`src/rtl/if_fetch_queue.sv`:
```
// Fetch-to-decode queue: captures {pc, inst} per I-cache response, presents entries in order to ID.
// Latency: 1 cycle from inst_resp to id_valid, with no empty bypass; sustains 1 enq + 1 deq per cycle.
// Backpressure: fq_full (registered-derived) stalls fetch; a mispredict flush empties the queue and drops one stale response.
module if_fetch_queue #(
    parameter int DEPTH = 4
) (
    input  logic                     clk,
    input  logic                     rst,
    input  logic [31:0]              pc_in,
    input  logic                     inst_read,
    input  logic                     inst_resp,
    input  logic [31:0]              inst_rdata,
    input  logic                     flush,
    input  logic                     id_ready,
    output logic                     id_valid,
    output logic [31:0]              id_pc,
    output logic [31:0]              id_inst,
    output logic                     fq_full,
    output logic [$clog2(DEPTH):0]   fq_count,
    output logic                     overflow_err
);

    localparam int PW = $clog2(DEPTH);
    localparam int CW = PW + 1;

    typedef struct packed {
        logic [31:0] pc;
        logic [31:0] inst;
    } entry_t;

    typedef enum logic {
        PASS = 1'b0,
        DROP = 1'b1
    } state_t;

    state_t          state, state_nxt;
    logic            in_pass;
    entry_t          mem [DEPTH];
    logic [PW-1:0]   rd_ptr, wr_ptr;
    logic [CW-1:0]   count;
    logic            full;
    logic            enq, deq, ovf_hit;

    always_ff @(posedge clk or negedge rst) begin
        if (!rst) state <= PASS;
        else      state <= state_nxt;
    end

    // DROP swallows exactly one response; a flush while dropping keeps the stale response pending.
    always_comb begin
        state_nxt = state;
        case (state)
            PASS:    if (flush && inst_read && !inst_resp) state_nxt = DROP;
            DROP:    if (!flush && inst_resp)              state_nxt = PASS;
            default:                                       state_nxt = PASS;
        endcase
    end

    always_comb begin
        in_pass = (state == PASS);
    end

    assign full     = (count == CW'(DEPTH));
    assign id_valid = (count != '0);
    assign fq_full  = full;
    assign fq_count = count;
    assign id_pc    = mem[rd_ptr].pc;
    assign id_inst  = mem[rd_ptr].inst;

    assign deq     = id_valid && id_ready && !flush;
    assign enq     = inst_resp && !flush && in_pass && (!full || deq);
    assign ovf_hit = inst_resp && in_pass && !flush && full && !deq;

    always_ff @(posedge clk or negedge rst) begin
        if (!rst) begin
            rd_ptr <= '0;
            wr_ptr <= '0;
            count  <= '0;
        end else if (flush) begin
            rd_ptr <= '0;
            wr_ptr <= '0;
            count  <= '0;
        end else begin
            if (enq) wr_ptr <= wr_ptr + 1'b1;
            if (deq) rd_ptr <= rd_ptr + 1'b1;
            case ({enq, deq})
                2'b10:   count <= count + 1'b1;
                2'b01:   count <= count - 1'b1;
                default: count <= count;
            endcase
        end
    end

    always_ff @(posedge clk or negedge rst) begin
        if (!rst)         overflow_err <= 1'b0;
        else if (ovf_hit) overflow_err <= 1'b1;
    end

    // Payload storage carries no reset; id_valid qualifies it.
    always_ff @(posedge clk) begin
        if (enq) mem[wr_ptr] <= '{pc: pc_in, inst: inst_rdata};
    end

endmodule

```
`config.mk`:
```
export PLATFORM = sky130hd
export DESIGN_NAME = if_fetch_queue
export DESIGN_NICKNAME = d
export VERILOG_FILES = /design/src/rtl/if_fetch_queue.sv
export SDC_FILE = /design/constraint.sdc
export NUM_CORES = 1
export LEC_CHECK = 0
export BUFFER_PORTS_ARGS = -buffer_cell sky130_fd_sc_hd__buf_4
export CAP_MARGIN = 5
export CELL_PAD_IN_SITES_DETAIL_PLACEMENT = 0
export CELL_PAD_IN_SITES_GLOBAL_PLACEMENT = 1
export CORE_MARGIN = 8
export CORE_UTILIZATION = 35
export CTS_BUF_LIST = sky130_fd_sc_hd__clkbuf_4
export CTS_CLUSTER_DIAMETER = 30
export DETAILED_ROUTE_END_ITERATION = 8
export PLACE_DENSITY = 0.67
export SYNTH_ARGS = -nofsm -noshare
export SYNTH_HDL_FRONTEND = slang
export SYNTH_SLANG_ARGS = --single-unit
```
`constraint.sdc`:
```
create_clock -name clk -period 4.8 [get_ports clk]
set_clock_uncertainty 0.15 [all_clocks]
set_input_delay 0.72 -clock clk [delete_from_list [all_inputs] [get_ports clk]]
set_output_delay 0.72 -clock clk [all_outputs]
set_load 0.02 [all_outputs]
```
==> results of run 1 <==
[registers in the layout, summed over array words and instances (netlist names)]
| name | cells |
|---|---|
| fq_count | 3 |
| mem | 256 |
| overflow_err | 1 |
| rd_ptr | 2 |
| state | 1 |
| wr_ptr | 2 |
[path summary, 6_finish.rpt]
check | slack, ps | cells after the start | end
worst min-delay path | 100 | 1 | mem[1][8]
min in group asynchronous | 310 | 2 | state
worst max-delay path | 1260 | 3 | id_pc[17]
worst max register to register | 2190 | 3 | mem[1][61]
max in group asynchronous | 4030 | 2 | rd_ptr[0]
worst min register to register | 320 | 1 | overflow_err
[metal layers]
metal  share of wire [%]  vias up
met1                  40     2467
met4                 1.5        0
li1                    -     2145
met5                   0        -
met2                  50      154
met3                 7.9       31
[stage by stage]
step	hold WS, ps	setup WS (ps)	instances	area [um2]
2_1_floorplan	274.4	1490	399	9858
3_3_place_gp	303.0	1818	902	11300
5_1_grt	15.32	1010	1030	12310
4_1_cts	31.93	1122	1028	12300
3_5_place_dp	299.0	1827	902	11300
6_report	98.73	1264	1030	12310
[cell usage after synthesis, drive strengths merged, types with 2 or more instances]
cell	number
nand2	4
inv	4
clkbuf	2
nor3	3
mux4	64
nand2b	2
xor2	2
and2	6
ha	4
dfrtp	9
o21ai	3
nor2	7
xnor2	2
a21oi	2
buf	13
edfxtp	256
nand3	2
[cell families after synthesis]
family	Yosys count
DFF	265
xor gates and xnor gates	4
AOI/OAI and AO/OA	12
muxes	65
adders and majority gates	5
and+or+nand+nor	29
buffers and inverters	19
[power by group]
| part | switching, uW | leakage (uW) | total [uW] | internal, uW |
|---|---|---|---|---|
| Sequential | 85.1 | 0.00243 | 2690 | 2610 |
| Combinational | 385 | 0.00118 | 788 | 403 |
| Clock | 884 | 0.000581 | 2130 | 1240 |
| Total | 1350 | 0.00419 | 5610 | 4250 |
[repair_timing]
action / CTS / global route
endpoints found under the hold margin: 9 / 0
setup endpoints to repair: 0 / 0
hold buffers: 1 / 0
[worst max-delay path, cell delays in order (launching register included)]
cell and delay [ps]:
sky130_fd_sc_hd__dfrtp_4 910, sky130_fd_sc_hd__buf_12 370, sky130_fd_sc_hd__mux4_2 570, sky130_fd_sc_hd__buf_4 180
[cell type report]
cell class,count,area [um2],area share (%)
flip-flops and latches,265,7920,64.35
diodes,2,5.005,0.04066
repair buffers,141,1074,8.722
well taps,378,473.0,3.843
multi-input cells,115,1832,14.88
clock buffers,101,758.2,6.160
inverters,4,15.01,0.1220
clock inverters,24,231.5,1.881
==> results.toml, run 1 <==
[flow_run]
max_cap_violations = 0

[floorplan]
initial_core_util_pct = 35.48
die-area_um2 = 33790
core_outline_area_um2 = 27780
die-width_um = 183.8
design.portCount = 140
height_of_the_die_um = 183.8
floorplan.rows = 61

[synth]
synth.distinct_cells = 34
simple_gate_area_share_of_the_yosys_netlist_pct = 1.726
synth-edff-count = 256
synth_compound_area_share_pct = 0.8377
synth_top_area_share_pct = 77.98
yosysWarnings = 0
synthesis.area_um2 = 9858
fraction_of_synthesized_cell_area_in_xor_and_xnor_cells_pct = 0.4315
sequential_cell_area_fraction_in_the_yosys_report_pct = 80.26
synth.largest_area_cell = "sky130_fd_sc_hd__edfxtp_1"
avgSynthCellArea_um2 = 24.71
post_synth_mux_area_share_pct = 14.77
synth_top_family_by_area = "multiplexers"
ys_async_sr_fraction_pct = 3.396
adder_cell_area_share_of_the_yosys_netlist_pct = 0.7108
postSynthRegisterBits = 265
syn-num-nets = 474
synthesis.instances = 399
yosys_most_used_dff = "sky130_fd_sc_hd__edfxtp_1"
netlist_top_cells_area = "sky130_fd_sc_hd__edfxtp_1 78%, sky130_fd_sc_hd__mux4_2 15%, sky130_fd_sc_hd__dfrtp_1 2.3%"

[drt]
detail_route.first_pass.iterations = 4
wl_mm = 19.65
final_antenna_net_count = 0
wl_per_cell_um = 19.08
vias = 4797
drc_errors = 0
route.detailed.vias_per_inst = 4.657
initial_drc_count = 173

[clock_tree]
clkLatencyLatePin_ps = 620
ctsLongestPathBuffers = 3
ctsHtreeMaxLevel = 3
worst_setup_hold_path_clk_slew_ps = 70
postCtsSetupRepairBufs = 0
cts_made_buffers = 73
numClockSinks = 265
cts_tree = "yes"
postCtsResizedCells = 0
ctsRootBufferMaster = "sky130_fd_sc_hd__clkbuf_4"

[final_layout]
layout.cells.most_common = "sky130_fd_sc_hd__edfxtp_1"
flow.area_growth_from_synthesis_pct = 24.85
layout_common_cells = "256 x sky130_fd_sc_hd__edfxtp_1, 139 x sky130_fd_sc_hd__buf_4, 101 x sky130_fd_sc_hd__clkbuf_4, 64 x sky130_fd_sc_hd__mux4_2, 11 x sky130_fd_sc_hd__clkinv_1"
design.final.nets = 675
drive_gt1_share_pct = 50.77
num-fill-cells = 2506
final_core_util_pct = 44.30

[timing]
final.min_clock_period_ps = 3536
finalSetupViolations = 0
setup_repair_after_global_routing_missed_its_margin = "no"
final-max-slew-violation-count = 0
worst-slew-pin-transition_ps = 1096
relSlewSlack_pct = 26.95
tns_ps = 0
timing.final.crit_share_pct = 73.67
finalHoldViolations = 0
clock.fmax_mhz = 282.8

[global_routing]
grt_start_max_net_pins = 66
globalRoute.totalOverflow = 0
grt_util_met2_pct = 19.34
global_route.usage.met1_pct = 13.03
first_global_vias = 5412
wire_length_of_the_first_global_routing_pass_mm = 29.66
busiest_layer = "met2"
total_grt_usage_pct = 11.55
use_met3_pct = 4.842
antenna_violations_before_repair = 1

[worst_hold_path]
hold_start = "inst_rdata[8]"
worst_hold_path_type = "in2reg"

[pwr]
p_total_uw = 5607
ir_worst_vdd_mv = 0.1837
static-leakage-power_uw = 0.004194
power.density_nw_per_um2 = 455.6

[place]
gp_congestion = 0.7278
port_buffers = 139
dp_hpwl_mm = 11.13

[worst_setup_path]
critical_path.max_fanout = 34
arrival_ps = 2670
critPathLaunchType = "flip-flop"
worstSetupStartpoint = "rd_ptr[0]"
worstPathRequired_ps = 3930
worstSetupEndpointType = "output pin"
worst_r2r_startpoint = "state"
worstSetupPathType = "reg2out"

[run_status]
status = "complete, no violations"
(Power assumes the default switching activity.)
==> inputs of run 2 (changes only) <==
==> constraint.sdc (replaced) <==
create_clock -name clk -period 3.6 [get_ports clk]
set_clock_uncertainty 0.15 [all_clocks]
set_input_delay 0.54 -clock clk [delete_from_list [all_inputs] [get_ports clk]]
set_output_delay 0.54 -clock clk [all_outputs]
set_load 0.02 [all_outputs]
==> results.toml, run 2 (synthesized netlist as in run 1, its figures left out) <==
[pwr]
static-leakage-power_uw = 0.004506
power.density_nw_per_um2 = 565.6
ir_worst_vdd_mv = 0.2530
p_total_uw = 7358

[drt]
route.detailed.vias_per_inst = 4.588
final_antenna_net_count = 0
wl_per_cell_um = 18.73
wl_mm = 20.75
detail_route.first_pass.iterations = 4
drc_errors = 0
vias = 5083
initial_drc_count = 196

[timing]
final-max-slew-violation-count = 0
tns_ps = 0
worst-slew-pin-transition_ps = 1024
setup_repair_after_global_routing_missed_its_margin = "no"
final.min_clock_period_ps = 3173
relSlewSlack_pct = 31.74
final.setup.worst_slack_ps = 427.4
finalSetupViolations = 0
clock.fmax_mhz = 315.2
finalHoldViolations = 0
timing.final.crit_share_pct = 88.13

[worst_setup_path]
worstSetupPathType = "reg2out"
slowest_stage = "sky130_fd_sc_hd__mux4_2"
worstSetupEndpointType = "output pin"
critical_path.max_fanout = 37
cp_slowest_stage_delay_ps = 630
worst_r2r_startpoint = "state"
critPathLaunchType = "flip-flop"
cell_by_cell_trace_of_the_critical_path = "buf_4 > mux4_2 > buf_4"
worst_path_most_repeated_cell = "sky130_fd_sc_hd__buf_4"
reg2reg_depth = 4
arrival_ps = 2480
worstPathRequired_ps = 2910
worstReg2RegEnd = "mem[2][52]"
ff2ff_setup_slack_ps = 1100

[floorplan]
die-width_um = 183.8
design.portCount = 140
floorplan.rows = 61
height_of_the_die_um = 183.8
initial_core_util_pct = 35.48
core_outline_area_um2 = 27780
die-area_um2 = 33790

[clock_tree]
postCtsResizedCells = 0
ctsHtreeMaxLevel = 3
ctsRootBufferMaster = "sky130_fd_sc_hd__clkbuf_4"
cts_made_buffers = 74
numClockSinks = 265
cts_tree = "yes"
ctsLongestPathBuffers = 3
worst_setup_hold_path_clk_slew_ps = 60
postCtsSetupRepairBufs = 0
clkLatencyLatePin_ps = 650

[place]
port_buffers = 139
gp_congestion = 0.6916
dp_hpwl_mm = 12.39
place_inst = 909
place_worst_setup_slack_ps = 928.7

[worst_hold_path]
worst_hold_path_type = "in2async"

[global_routing]
first_global_vias = 5892
grt_start_max_net_pins = 66
antenna_violations_before_repair = 1
globalRoute.totalOverflow = 0
total_grt_usage_pct = 12.56
wire_length_of_the_first_global_routing_pass_mm = 32.32

[final_layout]
final_core_util_pct = 46.83
flow.area_growth_from_synthesis_pct = 31.97
largest_register = "mem"
layout.cells.most_common = "sky130_fd_sc_hd__edfxtp_1"
layout_common_cells = "256 x sky130_fd_sc_hd__edfxtp_1, 143 x sky130_fd_sc_hd__buf_4, 100 x sky130_fd_sc_hd__clkbuf_4, 68 x sky130_fd_sc_hd__dlygate4sd3_1, 64 x sky130_fd_sc_hd__mux4_2"
drive_gt1_share_pct = 46.50
largest_reg_flops = 256
design.final.nets = 750
layoutNonFillerInstCount = 1108

[flow_run]
max_cap_violations = 0

[run_status]
status = "complete, no violations"
run 2: cell count changes in the layout (fill, tap and decap cells not counted), sizes merged, moves of 3 or more:
cell / delta
buf: +7
bufinv: -3
clkinv: +9
dlygate4sd3: +67
run 2: worst max path at each step:
stage / from / to
global route: rd_ptr[0] / id_pc[31]
global placement: rd_ptr[0] / id_pc[31]
detailed placement: inst_resp / mem[2][46]
floorplan: flush / mem[0][0]
CTS: rd_ptr[0] / id_pc[31]
finish: rd_ptr[0] / id_pc[31]
run 2: metrics by stage:
step	cell area [um2]	hold WS [ps]
6_report	13010	88.33
5_1_grt	13010	31.34
4_1_cts	13010	22.31
3_5_place_dp	11390	227.1
3_3_place_gp	11390	223.0
2_1_floorplan	9858	94.41
run 2: critical path, delay by kind of cell, from the launching register on:
| family | cells | cell delay [ps] |
|---|---|---|
| buffers and inverters | 2 | 780 |
| flip-flops | 1 | 400 |
| multiplexers | 1 | 630 |
run 2: area by class of cell:
cell class	instances	area [um2]
timing repair buffer	215	1834
multi-input combinational	115	1832
clock buffer	100	750.7
tap	378	473.0
fill	2419	14770
inverter	4	15.01
sequential	265	7920
antenna	1	2.502
clock inverter	30	182.7
run 2: timing repair:
item                       in CTS  in global routing
setup endpoints to repair       0                  0
hold buffers                   68                  0
hold endpoints to repair      271                  0
run 2: layer usage:
| layer | track usage, % | routed length [um] |
|---|---|---|
| met1 | 14.18 | 8214 |
| met2 | 21.69 | 10850 |
| met3 | 4.387 | 1247 |
| met4 | 4.743 | 439 |
| met5 | 0 | 0 |
run 2: power by group:
group          internal (uW)  switching (uW)  total [uW]
registers               3480            55.8        3530
logic                    588             590        1180
clock network           1450            1200        2650
total                   5510            1850        7360
